==> src/rtl/riscv_pkg.sv <==
// Shared RV32 memory-path definitions: funct3 encodings, store-buffer entry
// layout and the byte-lane mask used by both the store and load paths.
package riscv_pkg;

  localparam logic [2:0] F3_B  = 3'b000;
  localparam logic [2:0] F3_H  = 3'b001;
  localparam logic [2:0] F3_W  = 3'b010;
  localparam logic [2:0] F3_BU = 3'b100;
  localparam logic [2:0] F3_HU = 3'b101;

  localparam int unsigned WA_W = 30;

  typedef struct packed {
    logic [WA_W-1:0] word_addr;
    logic [3:0]      be;
    logic [31:0]     wdata;
  } sb_entry_t;

  // Byte lanes touched by an access of the given width at the given offset.
  function automatic logic [3:0] lane_mask(input logic [1:0] width, input logic [1:0] off);
    case (width)
      2'b00:   lane_mask = 4'b0001 << off;
      2'b01:   lane_mask = 4'b0011 << off;
      default: lane_mask = 4'b1111;
    endcase
  endfunction

endpackage

==> src/rtl/sb_fifo.sv <==
// Circular buffer of store entries; exposes every slot and its valid bit so
// the owner can compare pending stores against an incoming load.
module sb_fifo
  import riscv_pkg::*;
#(
  parameter int unsigned DEPTH = 4
) (
  input  logic                   clk,
  input  logic                   rst,
  input  logic                   push_i,
  input  sb_entry_t              push_data_i,
  input  logic                   pop_i,
  output sb_entry_t              head_o,
  output sb_entry_t              next_o,
  output sb_entry_t              entries_o [DEPTH],
  output logic [DEPTH-1:0]       valid_o,
  output logic [$clog2(DEPTH):0] count_o,
  output logic                   empty_o
);

  localparam int unsigned PW = $clog2(DEPTH);
  localparam int unsigned CW = PW + 1;

  sb_entry_t         mem_q [DEPTH];
  logic [PW-1:0]     rd_ptr_q, wr_ptr_q;
  logic [CW-1:0]     count_q;

  always_ff @(posedge clk or posedge rst) begin
    if (rst) begin
      rd_ptr_q <= '0;
      wr_ptr_q <= '0;
      count_q  <= '0;
    end else begin
      if (push_i) wr_ptr_q <= wr_ptr_q + PW'(1);
      if (pop_i)  rd_ptr_q <= rd_ptr_q + PW'(1);
      case ({push_i, pop_i})
        2'b10:   count_q <= count_q + CW'(1);
        2'b01:   count_q <= count_q - CW'(1);
        default: count_q <= count_q;
      endcase
    end
  end

  // Payload storage needs no reset; validity is tracked by the pointers.
  always_ff @(posedge clk) begin
    if (push_i) mem_q[wr_ptr_q] <= push_data_i;
  end

  always_comb begin
    valid_o = '0;
    for (int unsigned i = 0; i < DEPTH; i++) begin
      valid_o[i] = {1'b0, PW'(PW'(i) - rd_ptr_q)} < count_q;
    end
  end

  assign head_o    = mem_q[rd_ptr_q];
  assign next_o    = mem_q[rd_ptr_q + PW'(1)];
  assign entries_o = mem_q;
  assign count_o   = count_q;
  assign empty_o   = (count_q == '0);

endmodule

==> src/rtl/store_buffer.sv <==
// MEM-stage store buffer: lane-formats SB/SH/SW, queues them, drains to data
// memory over a valid/ack handshake and flags loads that overlap a pending store.
module store_buffer
  import riscv_pkg::*;
#(
  parameter int unsigned DEPTH = 4,
  parameter int unsigned AW    = 32
) (
  input  logic                   clk,
  input  logic                   rst,
  input  logic                   st_valid,
  input  logic [2:0]             st_funct3,
  input  logic [AW-1:0]          st_addr,
  input  logic [31:0]            st_data,
  output logic                   st_ready,
  output logic                   st_err,
  input  logic [AW-1:0]          ld_addr,
  input  logic [2:0]             ld_funct3,
  output logic                   ld_hazard,
  output logic                   mem_we,
  output logic [AW-1:0]          mem_addr,
  output logic [31:0]            mem_wdata,
  output logic [3:0]             mem_be,
  input  logic                   mem_ack,
  output logic                   empty,
  output logic [$clog2(DEPTH):0] count
);

  localparam int unsigned CW = $clog2(DEPTH) + 1;
  localparam logic [0:0] S_IDLE  = 1'b0;
  localparam logic [0:0] S_WRITE = 1'b1;

  logic             legal, push, deq;
  sb_entry_t        push_entry, head, nxt;
  sb_entry_t        entries [DEPTH];
  logic [DEPTH-1:0] ent_valid;
  logic [3:0]       ld_mask;
  logic             unused_ld_sign;

  logic [0:0]       state_q, state_d;
  logic             mem_we_q, mem_we_d;
  sb_entry_t        bus_q, bus_d;
  logic             st_err_q, st_err_d;

  sb_fifo #(.DEPTH(DEPTH)) u_fifo (
    .clk         (clk),
    .rst         (rst),
    .push_i      (push),
    .push_data_i (push_entry),
    .pop_i       (deq),
    .head_o      (head),
    .next_o      (nxt),
    .entries_o   (entries),
    .valid_o     (ent_valid),
    .count_o     (count),
    .empty_o     (empty)
  );

  // Legality and lane formatting of the incoming store.
  always_comb begin
    case (st_funct3)
      F3_B:    legal = 1'b1;
      F3_H:    legal = ~st_addr[0];
      F3_W:    legal = (st_addr[1:0] == 2'b00);
      default: legal = 1'b0;
    endcase
    push_entry.word_addr = WA_W'(st_addr[AW-1:2]);
    push_entry.be        = lane_mask(st_funct3[1:0], st_addr[1:0]);
    case (st_funct3[1:0])
      2'b00:   push_entry.wdata = {4{st_data[7:0]}};
      2'b01:   push_entry.wdata = {2{st_data[15:0]}};
      default: push_entry.wdata = st_data;
    endcase
  end

  assign deq      = mem_we_q & mem_ack;
  assign st_ready = (count != CW'(DEPTH)) | deq;
  assign push     = st_valid & st_ready & legal;
  assign st_err_d = st_valid & ~legal;

  always_ff @(posedge clk or posedge rst) begin
    if (rst) begin
      state_q  <= S_IDLE;
      mem_we_q <= 1'b0;
      bus_q    <= '0;
      st_err_q <= 1'b0;
    end else begin
      state_q  <= state_d;
      mem_we_q <= mem_we_d;
      bus_q    <= bus_d;
      st_err_q <= st_err_d;
    end
  end

  // Drain: after an ack the next entry is either the second slot or the
  // store being enqueued this very cycle, so writes go back-to-back.
  always_comb begin
    state_d  = state_q;
    mem_we_d = mem_we_q;
    bus_d    = bus_q;
    case (state_q)
      S_IDLE: begin
        if (!empty) begin
          bus_d    = head;
          mem_we_d = 1'b1;
          state_d  = S_WRITE;
        end
      end
      S_WRITE: begin
        if (mem_ack) begin
          if ((count > CW'(1)) || push) begin
            bus_d = (count > CW'(1)) ? nxt : push_entry;
          end else begin
            mem_we_d = 1'b0;
            state_d  = S_IDLE;
          end
        end
      end
      default: begin
        mem_we_d = 1'b0;
        state_d  = S_IDLE;
      end
    endcase
  end

  // Any pending entry, including the one on the bus, that shares bytes with the load.
  always_comb begin
    ld_mask   = lane_mask(ld_funct3[1:0], ld_addr[1:0]);
    ld_hazard = 1'b0;
    for (int unsigned i = 0; i < DEPTH; i++) begin
      if (ent_valid[i] && (entries[i].word_addr == WA_W'(ld_addr[AW-1:2])) &&
          ((entries[i].be & ld_mask) != 4'b0000)) begin
        ld_hazard = 1'b1;
      end
    end
  end

  assign unused_ld_sign = ld_funct3[2];

  assign mem_we    = mem_we_q;
  assign mem_addr  = {(AW-2)'(bus_q.word_addr), 2'b00};
  assign mem_wdata = bus_q.wdata;
  assign mem_be    = bus_q.be;
  assign st_err    = st_err_q;

endmodule

==> config.mk <==
export PLATFORM = sky130hd
export DESIGN_NAME = store_buffer
export DESIGN_NICKNAME = d
export VERILOG_FILES = /design/src/rtl/riscv_pkg.sv /design/src/rtl/sb_fifo.sv /design/src/rtl/store_buffer.sv
export SDC_FILE = /design/constraint.sdc
export NUM_CORES = 1
export LEC_CHECK = 0
export ABC_CLOCK_PERIOD_IN_PS = 8200
export BUFFER_PORTS_ARGS = -buffer_cell sky130_fd_sc_hd__buf_2
export CAP_MARGIN = 20
export CORE_MARGIN = 2
export CORE_UTILIZATION = 31
export DETAILED_ROUTE_END_ITERATION = 10
export PLACE_DENSITY = 0.48
export SLEW_MARGIN = 10
export SYNTH_ARGS = -nofsm -noshare
export SYNTH_HDL_FRONTEND = slang
export SYNTH_SLANG_ARGS = --single-unit
==> constraint.sdc <==
create_clock -name clk -period 8.2 [get_ports clk]
set_clock_uncertainty 0.05 [all_clocks]
set_input_delay 0.82 -clock clk [delete_from_list [all_inputs] [get_ports clk]]
set_output_delay 0.82 -clock clk [all_outputs]
set_load 0.1 [all_outputs]
Word level (Yosys, flattened, before mapping)
Index checks and enable logic that the tools add are counted.
{"block": "word_totals", "register_bits": 340, "in_bits": 106, "output_inout_bits": 76}
{"block": "op_classes", "n_addsub": 8, "order_cmp": 9, "eq_ne": 15, "shifts": 4, "n_mux": 31, "bitwise": 15, "reduce_logical": 22}
{"cell": "66-bit two-way mux", "count": 9}
{"cell": "66-bit binary-select mux with 2-bit select", "count": 2}
{"cell": "264-bit bitwise mux", "count": 1}
{"cell": "66-bit demux with 2-bit select", "count": 1}
{"cell": "66-bit case mux with 2 select lines", "count": 1}
{"cell": "30-bit equality test", "count": 4}
{"cell": "32-bit case mux with 2 select lines", "count": 1}
{"cell": "4-bit bitwise AND", "count": 4}
{"cell": "4-bit case mux with 2 select lines", "count": 2}
{"cell": "4-bit nonzero test", "count": 4}
{"cell": "2-bit by 3-bit < comparator with 1-bit output", "count": 4}
{"cell": "1-bit two-way mux", "count": 10}
{"cell": "3-bit greater-or-equal comparator (second input constant)", "count": 3}
{"cell": "1-bit logical AND", "count": 9}
{"cell": "2-bit NOT with 3-bit output", "count": 3}
{"cell": "1-bit by 2-bit left shift with 4-bit output (first input constant)", "count": 2}
{"cell": "2-bit by 2-bit left shift with 4-bit output (first input constant)", "count": 2}
{"cell": "2-bit by 1-bit equality test with 1-bit output (second input constant)", "count": 3}
{"cell": "2-bit zero test", "count": 3}
{"cell": "3-bit zero test", "count": 2}
{"cell": "2-bit inequality test (second input constant)", "count": 3}
{"cell": "3-bit case mux with 2 select lines", "count": 1}
{"cell": "3-bit AND reduction", "count": 2}
{"cell": "2-bit by 1-bit adder with 2-bit output (second input constant)", "count": 2}
{"cell": "18 further kinds", "count": 26}

Depth between registers and ports, before layout
{"block": "logic_depth", "depth_word": 9, "depth_mapped": 10, "mapped_depth_nobuf": 9}

Cells and area by module
A second synthesis with hierarchy kept.
{"block": "hier_totals", "cells_unflattened": 1141, "hier_area_um2": 17853.4}
{"mod": "sb_fifo", "instances": 1, "cells_each": 479, "area_each_um2": 11683.7}
{"mod": "store_buffer", "instances": 1, "cells_each": 662, "area_each_um2": 6169.7}

Worst setup path before layout
No wires, ideal clock.
{"block": "synth_path", "path_type": "register to register", "from": "register u_fifo.count_q[1], in the netlist u_fifo.count_o[1]", "to": "register u_fifo.mem_q, in the netlist u_fifo.entries_o[0] (enable)", "setup_time_ps": 431, "arrival_time_ps": 4600, "path_slack_ps": 3119, "path_stages_with_launch": 7, "path_buffers": 1, "period_less_slack_ps": 5081, "cell_sequence": "dfrtp_1 > inv_1 > ha_1 > nand3_1 > nor4bb_2 > clkbuf_1 > and2_1"}
{"block": "synth_between", "elab_chain_cells": 4}
{"item": "start: declaration", "line_no": "sb_fifo.sv:26", "text": "logic [CW-1:0] count_q;"}
{"item": "start signal: assignment", "line_no": "sb_fifo.sv:37", "text": "2'b10: count_q <= count_q + CW'(1);"}
{"item": "start signal: assignment", "line_no": "sb_fifo.sv:38", "text": "2'b01: count_q <= count_q - CW'(1);"}
{"item": "start signal: assignment", "line_no": "sb_fifo.sv:39", "text": "default: count_q <= count_q;"}
{"item": "3-bit inequality test", "line_no": "store_buffer.sv:77", "text": "assign st_ready = (count != CW'(DEPTH)) | deq;"}
{"item": "1-bit OR", "line_no": "store_buffer.sv:77"}
{"item": "net st_ready", "line_no": "store_buffer.sv:15", "text": "output logic st_ready,"}
{"item": "1-bit bitwise AND (2 in a row)", "line_no": "store_buffer.sv:78", "text": "assign push = st_valid & st_ready & legal;"}
{"item": "end signal: indexed assignment", "line_no": "sb_fifo.sv:46", "text": "if (push_i) mem_q[wr_ptr_q] <= push_data_i;"}
{"item": "end: declaration", "line_no": "sb_fifo.sv:24", "text": "sb_entry_t mem_q [DEPTH];"}
The timed path passes the listed nets, and every way through them passes these cells.
A chain may end at the register's enable or synchronous reset.

Worst setup path after layout
{"block": "layout_path", "from": "register u_fifo.rd_ptr_q[0]", "to": "output ld_hazard"}
{"block": "layout_between", "elab_chain_cells": 8, "elab_cells_between_ends": 20, "cone_classes": "add/sub (4); order compare (4); mux (4); reduce/logical (8)"}
{"item": "start: declaration", "line_no": "sb_fifo.sv:25", "text": "logic [PW-1:0] rd_ptr_q, wr_ptr_q;"}
{"item": "start signal: assignment", "line_no": "sb_fifo.sv:35", "text": "if (pop_i) rd_ptr_q <= rd_ptr_q + PW'(1);"}
{"item": "1-bit by 2-bit subtractor with 2-bit output", "line_no": "sb_fifo.sv:52", "text": "valid_o[i] = {1'b0, PW'(PW'(i) - rd_ptr_q)} < count_q;"}
{"item": "2-bit by 3-bit < comparator with 1-bit output", "line_no": "sb_fifo.sv:52"}
{"item": "1-bit logical AND (2 in a row)", "line_no": "store_buffer.sv:131", "text": "if (ent_valid[i] && (entries[i].word_addr == WA_W'(ld_addr[AW-1:2])) &&"}
{"item": "1-bit two-way mux (3 in a row)", "line_no": "store_buffer.sv:131"}
{"item": "1-bit two-way mux *", "line_no": "store_buffer.sv:131"}
{"item": "end: declaration", "line_no": "store_buffer.sv:19", "text": "output logic ld_hazard,"}
Mark *: on every way between the ends. The rest lies on a longest branch, timed or not.

==> metrics.md <==
| Metric | Value |
|---|---|
| Logic pwr share | around half |
| Clk pwr share | roughly 23% |
| Metal-1 WL | about 21000 microns |
| Crit Path Class | flop to primary output |
| Critical-path top delay cell | dfrtp_4 |
| Site row count | 87 |
| WL met3 | 2640 microns |
| P_int | ~4800 uW |
| Crit-path max FO | 51 |
| Layout filler cell count | between 5k and 6k |
| Min Clock Period, post-route | between 4000 and 5000 ps |
| Starting Density | a little under a third |
| Top delay family on crit path | buffers and inverters |
| Synth Warn # | 0 |
| Worst-skew pair later-pin latency | 570 ps |
| Die width | roughly 240 microns |
| Number of max-cap violations | 0 |
| Vias in the first global route | 11.1k |
| Sequential cell area fraction in the yosys report | roughly 56% |
| Switching share of power | between 40 and 50% |
| Flop2flop setup slack | between 4000 and 5000 ps |
| Area share of the largest cell type after synthesis | between 40% and 50% |
| Fin crit share | 58.8% |
| Max transition margin | a little under a third |
| Initial DRC Count | 557 |
| Layout cell share with drive strength beyond 1 | around 34% |
| Area contributors post-synth | edfxtp_1 (45%), mux4_2 (17%), dfrtp_1 (11%) |
| Port Buffer Count | approximately 180 |
| Clk sinks | 340 |
| Synth Cell Area | about 18000 sq um |
| RePlAce Congestion | around 0.85 |
| Crit-path max cell delay | roughly 970 ps |
| Post-synth EDFFs | 264 |
| Syn avg cell area | ~16 sq um |
| Post-CTS sizing | 0 |
| WL per Instance | 23.8 microns |
| Clock buffer depth | 3 |
| RSZ-0062 raised after global routing | no |
| RR Startpoint | u_fifo.count_o[0] |
| CTS root buffer | clkbuf_16 |
| Final core occ | between 30% and 40% |
| Routed Antenna Nets | 0 |
| Tightest Pin Transition | roughly 1000 ps |
| Top Metal Used | met4 |
| Post-synth top flop | edfxtp_1 |
| Post-synth top cells | edfxtp_1 (264), mux4_2 (132), xor2_1 (113) |
| Buf/Inv on CP | 2 |
| Clk slew on worst S/H paths | approximately 60 ps |
| Dpl hpwl | roughly 33000 microns |
| Crit. End Element | primary output |
| Final WS setup | about 3400 ps |
| Tightest Hold Check Type | input port to async pin |
| Synthesized instance count | roughly 1.1k |
| Worst EP arrival | around 4000 ps |
| TritonRoute pass-1 iters | 5 |
| Placement Setup Slack | around 3900 ps |
| Antenna violations before repair | 2 |
| Placeable Area | between 50000 and 60000 sq um |
| Largest area contributor in the netlist | edfxtp_1 |
| GRT Util Overall | around 17% |
| # H-tree levels | 2 |
| Crit Reg-Reg Endpoint | u_fifo.entries_o[80] |
| Async S/R FF share, synth | approximately 22% |
| CP Data Required Time | about 7300 ps |
| Largest net degree at the start of global routing | 76 |
| VDD IR max | around 0.24 mV |
| CTS tree | done |
| Synth cell types | 40 |
| Final setup viols | 0 |
| PwrDens | 412 nW/um^2 |
| Area Growth Syn to Fin | 17.5% |
| Die area | 58500 sq um |
| # DRC | 0 |
| Worst-path cell chain | buf_4, nand2b_1, a21oi_1, o211ai_1, a2111oi_0, or4_1, buf_2 |
| Lkg Pwr | ~0.0075 uW |
| Slew Limit Fails | 0 |
| Layout Nets | about 1.4k |
| Wire length on met2 | approximately 25000 microns |
| Outcome | finished clean |
| CTS buffer count | 42 |
| Register bit total from synthesis | 340 |
| Final Hold Viols | 0 |
| Reg2reg path depth | 7 |
| # hold bufs at CTS | 0 |
| Seq pwr share | 28.7% |
| GRT Residual Overflow | 0 |
| Via count | ~11k |
| Fmax | between 200 and 250 MHz |
| Final setup TNS | 0 ps |
| Setup repair bufs after CTS | 0 |
| I/O pin count | ~180 |
| Count leader, synth | edfxtp_1 |
| Switching pwr | between 3000 and 4000 uW |
| First-pass GRT wire length | 74200 microns |
| Final wirelength | between 40000 and 50000 microns |
| Die Span Y | about 240 microns |
| Startpoint types | flop |
| Detailed-route vias per instance | around 5 |
how the worst max path moves through the flow:
stage | from | endpoint | slack, ps | cells past startpoint
after global routing | u_fifo.rd_ptr_q[0] | ld_hazard | 3010 | 7
after floorplan | u_fifo.count_o[1] | u_fifo.entries_o[0] | 3120 | 6
after global placement | u_fifo.rd_ptr_q[0] | ld_hazard | 3880 | 7
after detailed placement | u_fifo.rd_ptr_q[0] | ld_hazard | 3880 | 7
final | u_fifo.rd_ptr_q[0] | ld_hazard | 3380 | 7
after CTS | u_fifo.rd_ptr_q[0] | ld_hazard | 3240 | 7
sequential cells by signal, summed over array words and instances, names as in the netlist:
register,count
mem_addr,30
mem_be,4
mem_wdata,32
mem_we,1
st_err,1
state_q,1
u_fifo.count_o,3
u_fifo.entries_o,264
u_fifo.rd_ptr_q,2
u_fifo.wr_ptr_q,2
power by group through the flow:
stage | Sequential, uW | Clock [uW] | Combinational, uW
after floorplan | 3600 | 0 | 2230
after global placement | 2470 | 0 | 4190
after detailed placement | 2480 | 0 | 4210
after CTS | 2440 | 1970 | 4220
after global routing | 2480 | 2040 | 4430
final | 2430 | 1910 | 4130
worst reg2reg max path, cell delays in order (launching register included):
cell and delay [ps]:
dfrtp_1 570, inv_1 120, ha_1 230, nand3_1 210, nor4bb_2 430, buf_4 260, and2_2 560, buf_4 830
stage by stage:
stage	instances	power, uW	area, sq um	hold slack (ps)
after floorplan	1128	5830	17500	530
after global placement	2006	6650	19200	422
after detailed placement	2006	6690	19200	427
after CTS	2083	8630	20600	86.2
after global routing	2084	8950	20600	115
final	2085	8480	20600	115
final cells by class:
cell class / instances / area (sq um) / share of cell area, %
Antenna cell: 1 / 2.50 / 0.0121
Clock buffer: 59 / 1150 / 5.61
Clock inverter: 18 / 256 / 1.24
Inverter: 11 / 43.8 / 0.213
Multi-Input combinational cell: 705 / 7330 / 35.6
Sequential cell: 340 / 9840 / 47.8
Tap cell: 756 / 946 / 4.59
Timing Repair Buffer: 195 / 1030 / 5.00
logic make-up after synthesis:
kind of cell / Yosys count / share of synthesized area (%)
buf+inv: 83 / 2.32
fa+ha+maj: 13 / 0.928
mux: 289 / 26.5
simple gates: 157 / 4.19
xor+xnor: 127 / 6.34
compound gates: 117 / 3.65
flops: 340 / 56.1
other cells: 1 / 0.0214
layer usage:
layer	global-route usage, %	vias to the layer above
met5	0	-
met3	3.07	59
met2	29.0	292
li1	-	4742
met4	4.87	0
met1	22.0	5504
cell usage in the layout (no fill, tap or decap), drive strengths merged, types with 2 or more instances in the layout:
master,count
buf,195
nand4,4
nor4,28
mux2,82
conb,2
mux2i,75
a21oi,43
xor2,113
nand2b,3
o22ai,4
nor2b,2
bufinv,6
dfrtp,76
nand3,9
edfxtp,264
nor2,52
xnor2,14
o21bai,3
inv,13
clkinv,9
and2,4
clkbuf,59
ha,13
mux4,132
a2111oi,4
nand2,51
o211ai,4
o21ai,55
Power figures use the tool's default switching activity.
